===== src/rtl/poly_sched_ctrl.sv =====
// Stage/round sequencer for a P-lane polynomial engine (NTT, INTT, PWM).
// Issues bank reads per round, delays them into writes, and drains between stages.
module poly_sched_ctrl #(
  parameter int N = 256,
  parameter int P = 4,
  parameter int L = 8,
  localparam int LOGN = $clog2(N),
  localparam int R    = N / (2 * P),
  localparam int IW   = $clog2(LOGN),
  localparam int SW   = $clog2(R)
) (
  input  logic          clk,
  input  logic          rst,
  input  logic [1:0]    opcode,
  input  logic          start,
  input  logic          stall,
  output logic [IW-1:0] i,
  output logic [SW-1:0] s,
  output logic          ren,
  output logic          wen,
  output logic          en,
  output logic          busy,
  output logic          finish,
  output logic          err
);

  localparam int DW = $clog2(L + 2);
  localparam logic [1:0] OP_PWM = 2'd2;
  localparam logic [1:0] OP_ILL = 2'd3;

  typedef enum logic [1:0] {IDLE, RUN, DRAIN, DONE} state_t;

  state_t        state, state_d;
  logic [IW-1:0] i_d;
  logic [SW-1:0] s_d;
  logic          illegal, illegal_d;
  logic [IW-1:0] last_i, last_i_d;
  logic [DW-1:0] drain_cnt, drain_cnt_d;
  logic [L:0]    dly;

  always_ff @(posedge clk) begin
    if (rst) begin
      state     <= IDLE;
      i         <= '0;
      s         <= '0;
      illegal   <= 1'b0;
      last_i    <= '0;
      drain_cnt <= '0;
      dly       <= '0;
    end else begin
      state     <= state_d;
      i         <= i_d;
      s         <= s_d;
      illegal   <= illegal_d;
      last_i    <= last_i_d;
      drain_cnt <= drain_cnt_d;
      dly       <= (dly << 1) | (L + 1)'(ren);
    end
  end

  // The drain counter covers L+1 cycles so the stage's last write lands before the next read.
  always_comb begin
    state_d     = state;
    i_d         = i;
    s_d         = s;
    illegal_d   = illegal;
    last_i_d    = last_i;
    drain_cnt_d = drain_cnt;
    ren         = 1'b0;
    case (state)
      IDLE: begin
        if (start) begin
          illegal_d = (opcode == OP_ILL);
          last_i_d  = (opcode == OP_PWM) ? '0 : IW'(LOGN - 1);
          state_d   = (opcode == OP_ILL) ? DONE : RUN;
          i_d       = '0;
          s_d       = '0;
        end
      end
      RUN: begin
        if (!stall) begin
          ren = 1'b1;
          if (s == SW'(R - 1)) begin
            state_d     = DRAIN;
            drain_cnt_d = '0;
          end else begin
            s_d = s + SW'(1);
          end
        end
      end
      DRAIN: begin
        if (drain_cnt == DW'(L)) begin
          if (i == last_i) begin
            state_d = DONE;
          end else begin
            state_d = RUN;
            i_d     = i + IW'(1);
            s_d     = '0;
          end
        end else begin
          drain_cnt_d = drain_cnt + DW'(1);
        end
      end
      DONE: begin
        state_d   = IDLE;
        i_d       = '0;
        s_d       = '0;
        illegal_d = 1'b0;
      end
      default: state_d = IDLE;
    endcase
  end

  assign wen    = dly[L];
  assign en     = ren | (|dly);
  assign busy   = (state != IDLE);
  assign finish = (state == DONE);
  assign err    = (state == DONE) && illegal;

endmodule


===== config.mk =====
export PLATFORM = sky130hd
export DESIGN_NAME = poly_sched_ctrl
export DESIGN_NICKNAME = d
export VERILOG_FILES = /design/src/rtl/poly_sched_ctrl.sv
export SDC_FILE = /design/constraint.sdc
export NUM_CORES = 1
export LEC_CHECK = 0
export CAP_MARGIN = 20
export CORE_UTILIZATION = 25
export DETAILED_ROUTE_END_ITERATION = 16
export SKIP_CTS_REPAIR_TIMING = 1
export SLEW_MARGIN = 20
export SYNTH_ARGS = -nofsm -noshare
export SYNTH_HDL_FRONTEND = slang
export SYNTH_SLANG_ARGS = --single-unit
export TNS_END_PERCENT = 30

===== constraint.sdc =====
create_clock -name clk -period 3.35 [get_ports clk]
set_input_delay 0.67 -clock clk [delete_from_list [all_inputs] [get_ports clk]]
set_output_delay 0.67 -clock clk [all_outputs]
set_load 0.1 [all_outputs]

## Word-level counts from Yosys, hierarchy flattened

Cells that the tools add are included.

| word-level totals | value |
|---|---|
| flip-flop bits (word level) | 27 |
| input port bits | 6 |
| output and inout bits | 14 |
| word-level logic and storage cells | 66 |

| cells by class | value |
|---|---|
| add/sub/neg operators | 3 |
| equal/unequal tests | 15 |
| multiplexer cells | 26 |
| bitwise operators | 2 |
| reduce and logical (&&, ||, !) cells | 13 |

Operator list:

| cell | number |
|---|---|
| $mux 5 | 5 |
| $pmux 5 s4 | 1 |
| $ne 2x2->1 const B | 7 |
| $mux 2 | 6 |
| $mux 3 | 4 |
| $mux 4 | 3 |
| $reduce_and 4->1 | 3 |
| $or 9x1->9 | 1 |
| $pmux 3 s3 | 1 |
| $reduce_or 9->1 | 1 |
| $eq 2x2->1 const B | 4 |
| $pmux 2 s4 | 1 |
| $pmux 4 s2 | 1 |
| $reduce_bool 2->1 | 3 |
| $add 5x1->5 const B | 1 |
| $eq 5x5->1 const B | 1 |
| $reduce_and 5->1 | 1 |
| $add 4x1->4 const B | 1 |
| $eq 4x4->1 const B | 1 |
| $reduce_and 2->1 | 2 |
| $add 3x1->3 const B | 1 |
| $eq 3x3->1 | 1 |
| $mux 1 | 3 |
| $reduce_bool 3->1 | 1 |
| other kinds (5) | 5 |

## Depth between registers and ports, before layout

Gate-level depths: netlist of run 1.

| logic depth | value |
|---|---|
| word-level depth | 4 |
| mapped depth | 7 |
| mapped depth without buffers | 7 |

## Least setup slack after synthesis of run 1

No wires, ideal clock.

| timing | value |
|---|---|
| kind | input to output |
| start point | in stall |
| end point | out en |
| data arrival time | 2.784 ns |
| required time | 2.680 ns |
| path slack | -0.104 ns |
| stages on the path | 3 |
| path buffers | 0 |
| cells stage by stage | nor2_1 > nor4_1 > nand3_1 |

| on the way | value |
|---|---|
| cells in the longest elaborated chain, start to end | 3 |

Ends and longest elaborated chain:

| item | RTL line | source |
|---|---|---|
| start: declaration | 16 | `input logic stall,` |
| $mux 1 | 81 | `if (!stall) begin` |
| $mux 1 | 70 | `case (state)` |
| $or 1x1->1 | 115 | `assign en = ren \| (\|dly);` |
| end: declaration | 21 | `output logic en,` |

Every way passes these cells.

## Final worst setup path of run 1

| timing | value |
|---|---|
| start point | reg state[1] |
| end point | out en |

| on the way | value |
|---|---|
| cells in the longest elaborated chain, start to end | 3 |

Ends and longest elaborated chain:

| item | RTL line | source |
|---|---|---|
| start: declaration | 33 | `state_t state, state_d;` |
| start signal: assignment | 51 | `state <= state_d;` |
| $eq 2x1->1 | 70 |  |
| $mux 1 | 70 |  |
| $or 1x1->1 | 115 |  |

Every way passes these cells.

==> results.json, run 1 <==
{
  "drc": 0,
  "min_path_cells": 1,
  "clk_latency_ns": 0.27,
  "cts_sinks": 25,
  "drv_slew": 0,
  "synth_ff_type": "dfxtp_1",
  "io_buffer_count": 19,
  "grtUsageTotal_pct": 10.99,
  "rsz0062_at_grt": "false",
  "reg2reg_depth": 7,
  "rrSetupSlack_ns": 1.35,
  "synth_top_area_share_pct": 40.65,
  "cts_max_level": 1,
  "num_antenna_cells": 0,
  "hold_path_class": "register to register",
  "final_net_count": 174,
  "cp.arrival_ns": 1.88,
  "grt_pass1_vias": 981,
  "viasPerCell": 4.686,
  "powerDensity_mw_per_mm2": 415.2,
  "r2r_start": "s[0]",
  "grt_pass1_wl_mm": 4.547,
  "cp-end-kind": "output port",
  "setup_tns_ns": 0,
  "power_uw": 630.6,
  "dr.first_iter.drc_count": 61,
  "num_rows": 25,
  "layout-drive-gt1-share_pct": 17.28,
  "crit_path_start_kind": "register",
  "syn_avg_cell_area_um2": 8.732,
  "max-vdd-ir-drop_mv": 0.1596,
  "synthDistinctLibCells": 38,
  "final_common_cell": "dfxtp_1",
  "ys_top_cells_by_area": "dfxtp_1 41%, nor2b_1 6.1%, ha_1 5.1%, a21oi_1 4.1%, inv_1 3.0%",
  "period_needed_ns": 2.549,
  "post_drt_wl_per_cell_um": 11.48,
  "gp_congestion": 0.7458,
  "worstMarginPinSlew_ns": 0.4717,
  "setup_viol": 0,
  "gr-total-overflow": 0,
  "area_growth_pct": 23.37,
  "post-route-period-util_pct": 76.10,
  "antenna_found_initial": 0,
  "critPathKind": "register to output port",
  "wirelength_mm": 2.629,
  "postSynthCellCount": 141,
  "coreArea_mm2": 0.004723,
  "path_clk_slew_ns": 0.10,
  "outcome": "completed",
  "synth_nets": 152,
  "dr.pass1.iters": 4,
  "fmax_mhz": 392.3,
  "reg2reg_to": "drain_cnt[2]",
  "ys_ff_latch": 25,
  "cp.required_ns": 2.68,
  "cts_root_buffer": "clkbuf_8",
  "clock_path_buffers": 2,
  "fp.dieW_um": 72.18,
  "pin_count": 20,
  "die_h_um": 72.18,
  "final_cell_mix": "25 x dfxtp_1, 16 x buf_4, 12 x nor2b_1",
  "dp_hpwl_mm": 1.937,
  "crit_start": "state[1]",
  "async_reset_ff_share_pct": 0,
  "initial_core_util_pct": 26.07,
  "leakagePower_nw": 0.5881,
  "fill_cells": 493,
  "max_cap_violations": 0,
  "finalHoldViolations": 0,
  "finClkSkew_ns": 0.002201,
  "yosysWarnings": 0,
  "synth_edf_count": 0,
  "synth_seq_area_share_pct": 40.65,
  "grt_max_degree": 17,
  "critPathMaxFanout": 16,
  "num_vias": 1073,
  "syn-cell-area_mm2": 0.001231,
  "die_area_mm2": 0.005209,
  "cts_tree": "done",
  "cts_buffers": 3,
  "crit_path_end": "en",
  "antenna_left": 0,
  "relSlewSlack_pct": 68.31,
  "synth_top_area_cell": "dfxtp_1"
}
per-layer routing:
layer	vias to the layer above	track usage [%]	routed length [µm]
li1	552	-	-
met1	494	14.79	1295
met2	23	17.13	1155
met3	4	2.639	143
met4	0	3.922	34
met5	-	0	0
through the flow:
stage	instances	hold slack, ns	setup WS [ns]	cell area, µm²	utilization (%)
after global placement	225	0.4492	0.8542	1469	31.10
after floorplan	141	0.4385	0.3882	1234	-
after CTS	229	0.4732	0.7751	1519	32.16
after global routing	229	0.4837	0.6267	1519	32.16
final	229	0.4687	0.8006	1519	32.16
after detailed placement	225	0.4538	0.8278	1469	31.10
critical path: stages, from the launching register on:
cell and delay [ns]:
dfxtp_1 0.62, nand2b_1 0.37, nor2_2 0.07, nor4_1 0.20, nand3_1 0.11, buf_4 0.24
cells in the mapped netlist, types with 2 or more instances:
| cell type | count |
|---|---|
| dfxtp_1 | 25 |
| nor2b_1 | 12 |
| a21oi_1 | 10 |
| inv_1 | 10 |
| nor2_1 | 9 |
| nand3_1 | 7 |
| o21ai_0 | 7 |
| nand2b_1 | 6 |
| ha_1 | 5 |
| nand2_1 | 4 |
| nor3_1 | 4 |
| clkbuf_1 | 3 |
| nand4_1 | 3 |
| or4_1 | 3 |
| a21boi_0 | 2 |
| and2b_1 | 2 |
| and3_1 | 2 |
| nand3b_1 | 2 |
| nor4_1 | 2 |
| o211ai_1 | 2 |
| o311ai_0 | 2 |
| or2_2 | 2 |
| or3_1 | 2 |
registers in the layout, indices dropped and copies added, names as in the netlist:
signal and cells:
last_i 1, dly 9, drain_cnt 4, s 5
i 3, illegal 1, state 2
area by class of cell:
cell class	instances	area [µm²]	share of cell area (%)
Tap cell	67	83.83	5.519
Multi-Input combinational cell	102	676.9	44.56
Timing Repair Buffer	21	170.2	11.20
Clock inverter	1	8.758	0.5766
Inverter	10	37.54	2.471
Clock buffer	3	41.29	2.718
Sequential cell	25	500.5	32.95
power by group:
part           switching (mW)  leakage (nW)  internal (mW)  total [mW]
logic                  0.0853         0.360         0.0369       0.122
registers              0.0123         0.202          0.304       0.316
clock network           0.105        0.0261         0.0872       0.192
total                   0.203         0.588          0.428       0.631
logic make-up (layout without fill, tap and decap cells):
group | count (synthesis) | count (layout) | share of synthesized area (%)
fa+ha+maj | 5 | 5 | 5.081
buf+inv | 14 | 35 | 4.574
flops | 25 | 25 | 40.65
simple gates | 67 | 67 | 33.13
compound gates | 30 | 30 | 16.57
how the worst min path moves through the flow:
| stage | start | endpoint |
|---|---|---|
| 4_1_cts | dly[4] | dly[5] |
| 2_1_floorplan | dly[0] | dly[1] |
| 3_3_place_gp | dly[3] | dly[4] |
| 3_5_place_dp | dly[1] | dly[2] |
| 6_report | dly[4] | dly[5] |
| 5_1_grt | illegal | illegal |
Note: power is estimated with default switching activity, not from simulation.
==> run 2, diff against run 1 <==
clock period = 2.32 ns   (was 3.35 ns; I/O delays follow)
==> run 2 against run 1 <==
Against the previous run:
- via count down 0.37%
- worst hold slack worse by 0.0011 ns
- clock power up 32%
- die area unchanged
- utilization up 1.8 points
- critical path depth unchanged
- sequential power up 43%
- cell count up 0.87%
- largest cell class unchanged
- largest power group unchanged
- highest routed layer unchanged
==> results.json, run 2 (synthesized netlist as in run 1, its figures left out) <==
{
  "fin_cells": 231,
  "worst-path-buf-inv": 2,
  "pre_cts_ws_ns": 0.1396,
  "grt_max_degree": 17,
  "cp-end-kind": "output port",
  "pin_count": 20,
  "grtUsageTotal_pct": 10.46,
  "die_area_mm2": 0.005209,
  "reg2reg_depth": 7,
  "power_uw": 916.1,
  "path_clk_slew_ns": 0.09,
  "final_area_mm2": 0.001605,
  "area_growth_pct": 30.39,
  "num_rows": 25,
  "fill_cells": 498,
  "setup_tns_ns": 0,
  "fin_util_pct": 33.99,
  "hold_path_class": "register to register",
  "drv_slew": 0,
  "num_antenna_cells": 0,
  "crit_family": "buffers and inverters",
  "top_register": "dly",
  "critPathMaxFanout": 5,
  "period_needed_ns": 2.174,
  "powerDensity_mw_per_mm2": 570.7,
  "dp.cells": 227,
  "largest_register_ffs": 9,
  "initial_core_util_pct": 26.07,
  "dr.first_iter.drc_count": 29,
  "gr-total-overflow": 0,
  "io_buffer_count": 19,
  "crit_path_start_kind": "input port",
  "final_net_count": 176,
  "gp_congestion": 0.7905,
  "antenna_left": 0,
  "slowest_delay_ns": 0.59,
  "num_vias": 1069,
  "final_cell_mix": "23 x dfxtp_1, 13 x buf_4, 12 x nor2b_1",
  "grt_pass1_vias": 919,
  "dp_hpwl_mm": 1.892,
  "leakagePower_nw": 0.6205,
  "cts_buffers": 3,
  "finalHoldViolations": 0,
  "min_path_cells": 1,
  "max-vdd-ir-drop_mv": 0.2033,
  "fp.dieW_um": 72.18,
  "antenna_found_initial": 0,
  "coreArea_mm2": 0.004723,
  "finClkSkew_ns": 0.003554,
  "setup_viol": 0,
  "cp.required_ns": 1.86,
  "cp.depth": 5,
  "max_cap_violations": 0,
  "wirelength_mm": 2.520,
  "layout-drive-gt1-share_pct": 20.12,
  "top_regs": "dly x9, s x5, drain_cnt x4",
  "clock_path_buffers": 2,
  "cts_root_buffer": "clkbuf_8",
  "crit_path_cell_trace": "clkdlybuf4s50_1, nor2_4, nor4_1, nand3_2, buf_12",
  "dr.pass1.iters": 4,
  "viasPerCell": 4.628,
  "die_h_um": 72.18,
  "final_common_cell": "dfxtp_1",
  "drc": 0,
  "cp.arrival_ns": 1.71,
  "fin_ws_ns": 0.1459,
  "rsz0062_at_grt": "false",
  "grt_pass1_wl_mm": 4.229,
  "crit_path_top_delay_cell": "clkdlybuf4s50_1",
  "clk_latency_ns": 0.26,
  "cts_sinks": 25,
  "worstMarginPinSlew_ns": 0.4543,
  "cts_tree": "done",
  "hold_ws_ns": 0.4676,
  "cts_max_level": 1,
  "relSlewSlack_pct": 69.48,
  "outcome": "completed",
  "critPathKind": "input port to output port",
  "post_drt_wl_per_cell_um": 10.91,
  "place_area_mm2": 0.001559,
  "post-route-period-util_pct": 93.71,
  "fmax_mhz": 460.0
}
==> run 2: cell count changes in the layout (fill, tap and decap cells not counted), moves of 2 or more <==
cell	previous run	this run
buf_4	16	13
buf_12	0	5
dfxtp_1	25	23
dfxtp_2	0	2
==> run 2: cell type report <==
type	instances	area, µm²	share of cell area (%)
multi-input combinational	102	686.9	42.79
sequential	25	503.0	31.33
timing repair buffer	23	247.7	15.43
tap	67	83.83	5.222
clock buffer	3	41.29	2.572
inverter	10	37.54	2.338
clock inverter	1	5.005	0.3118
==> run 2: path summary, 6_finish.rpt <==
| check | startpoint | end | slack [ns] |
|---|---|---|---|
| max reg2reg | s[0] | drain_cnt[3] | 0.37 |
| min reg2reg | dly[2] | dly[3] | 0.47 |
| min | dly[2] | dly[3] | 0.47 |
| max | stall | en | 0.15 |
==> run 2: power breakdown <==
group	total, mW	internal, mW	switching, mW
sequential	0.451	0.439	0.0118
clock	0.253	0.120	0.133
combinational	0.212	0.0776	0.134
total	0.916	0.636	0.280
==> run 2: metal layers <==
layer	track usage (%)	vias to the layer above	share of wire (%)
li1	-	557	-
met1	14.09	501	51
met3	2.500	2	2.5
met5	0	-	0
met4	3.922	0	0.67
met2	16.20	9	46
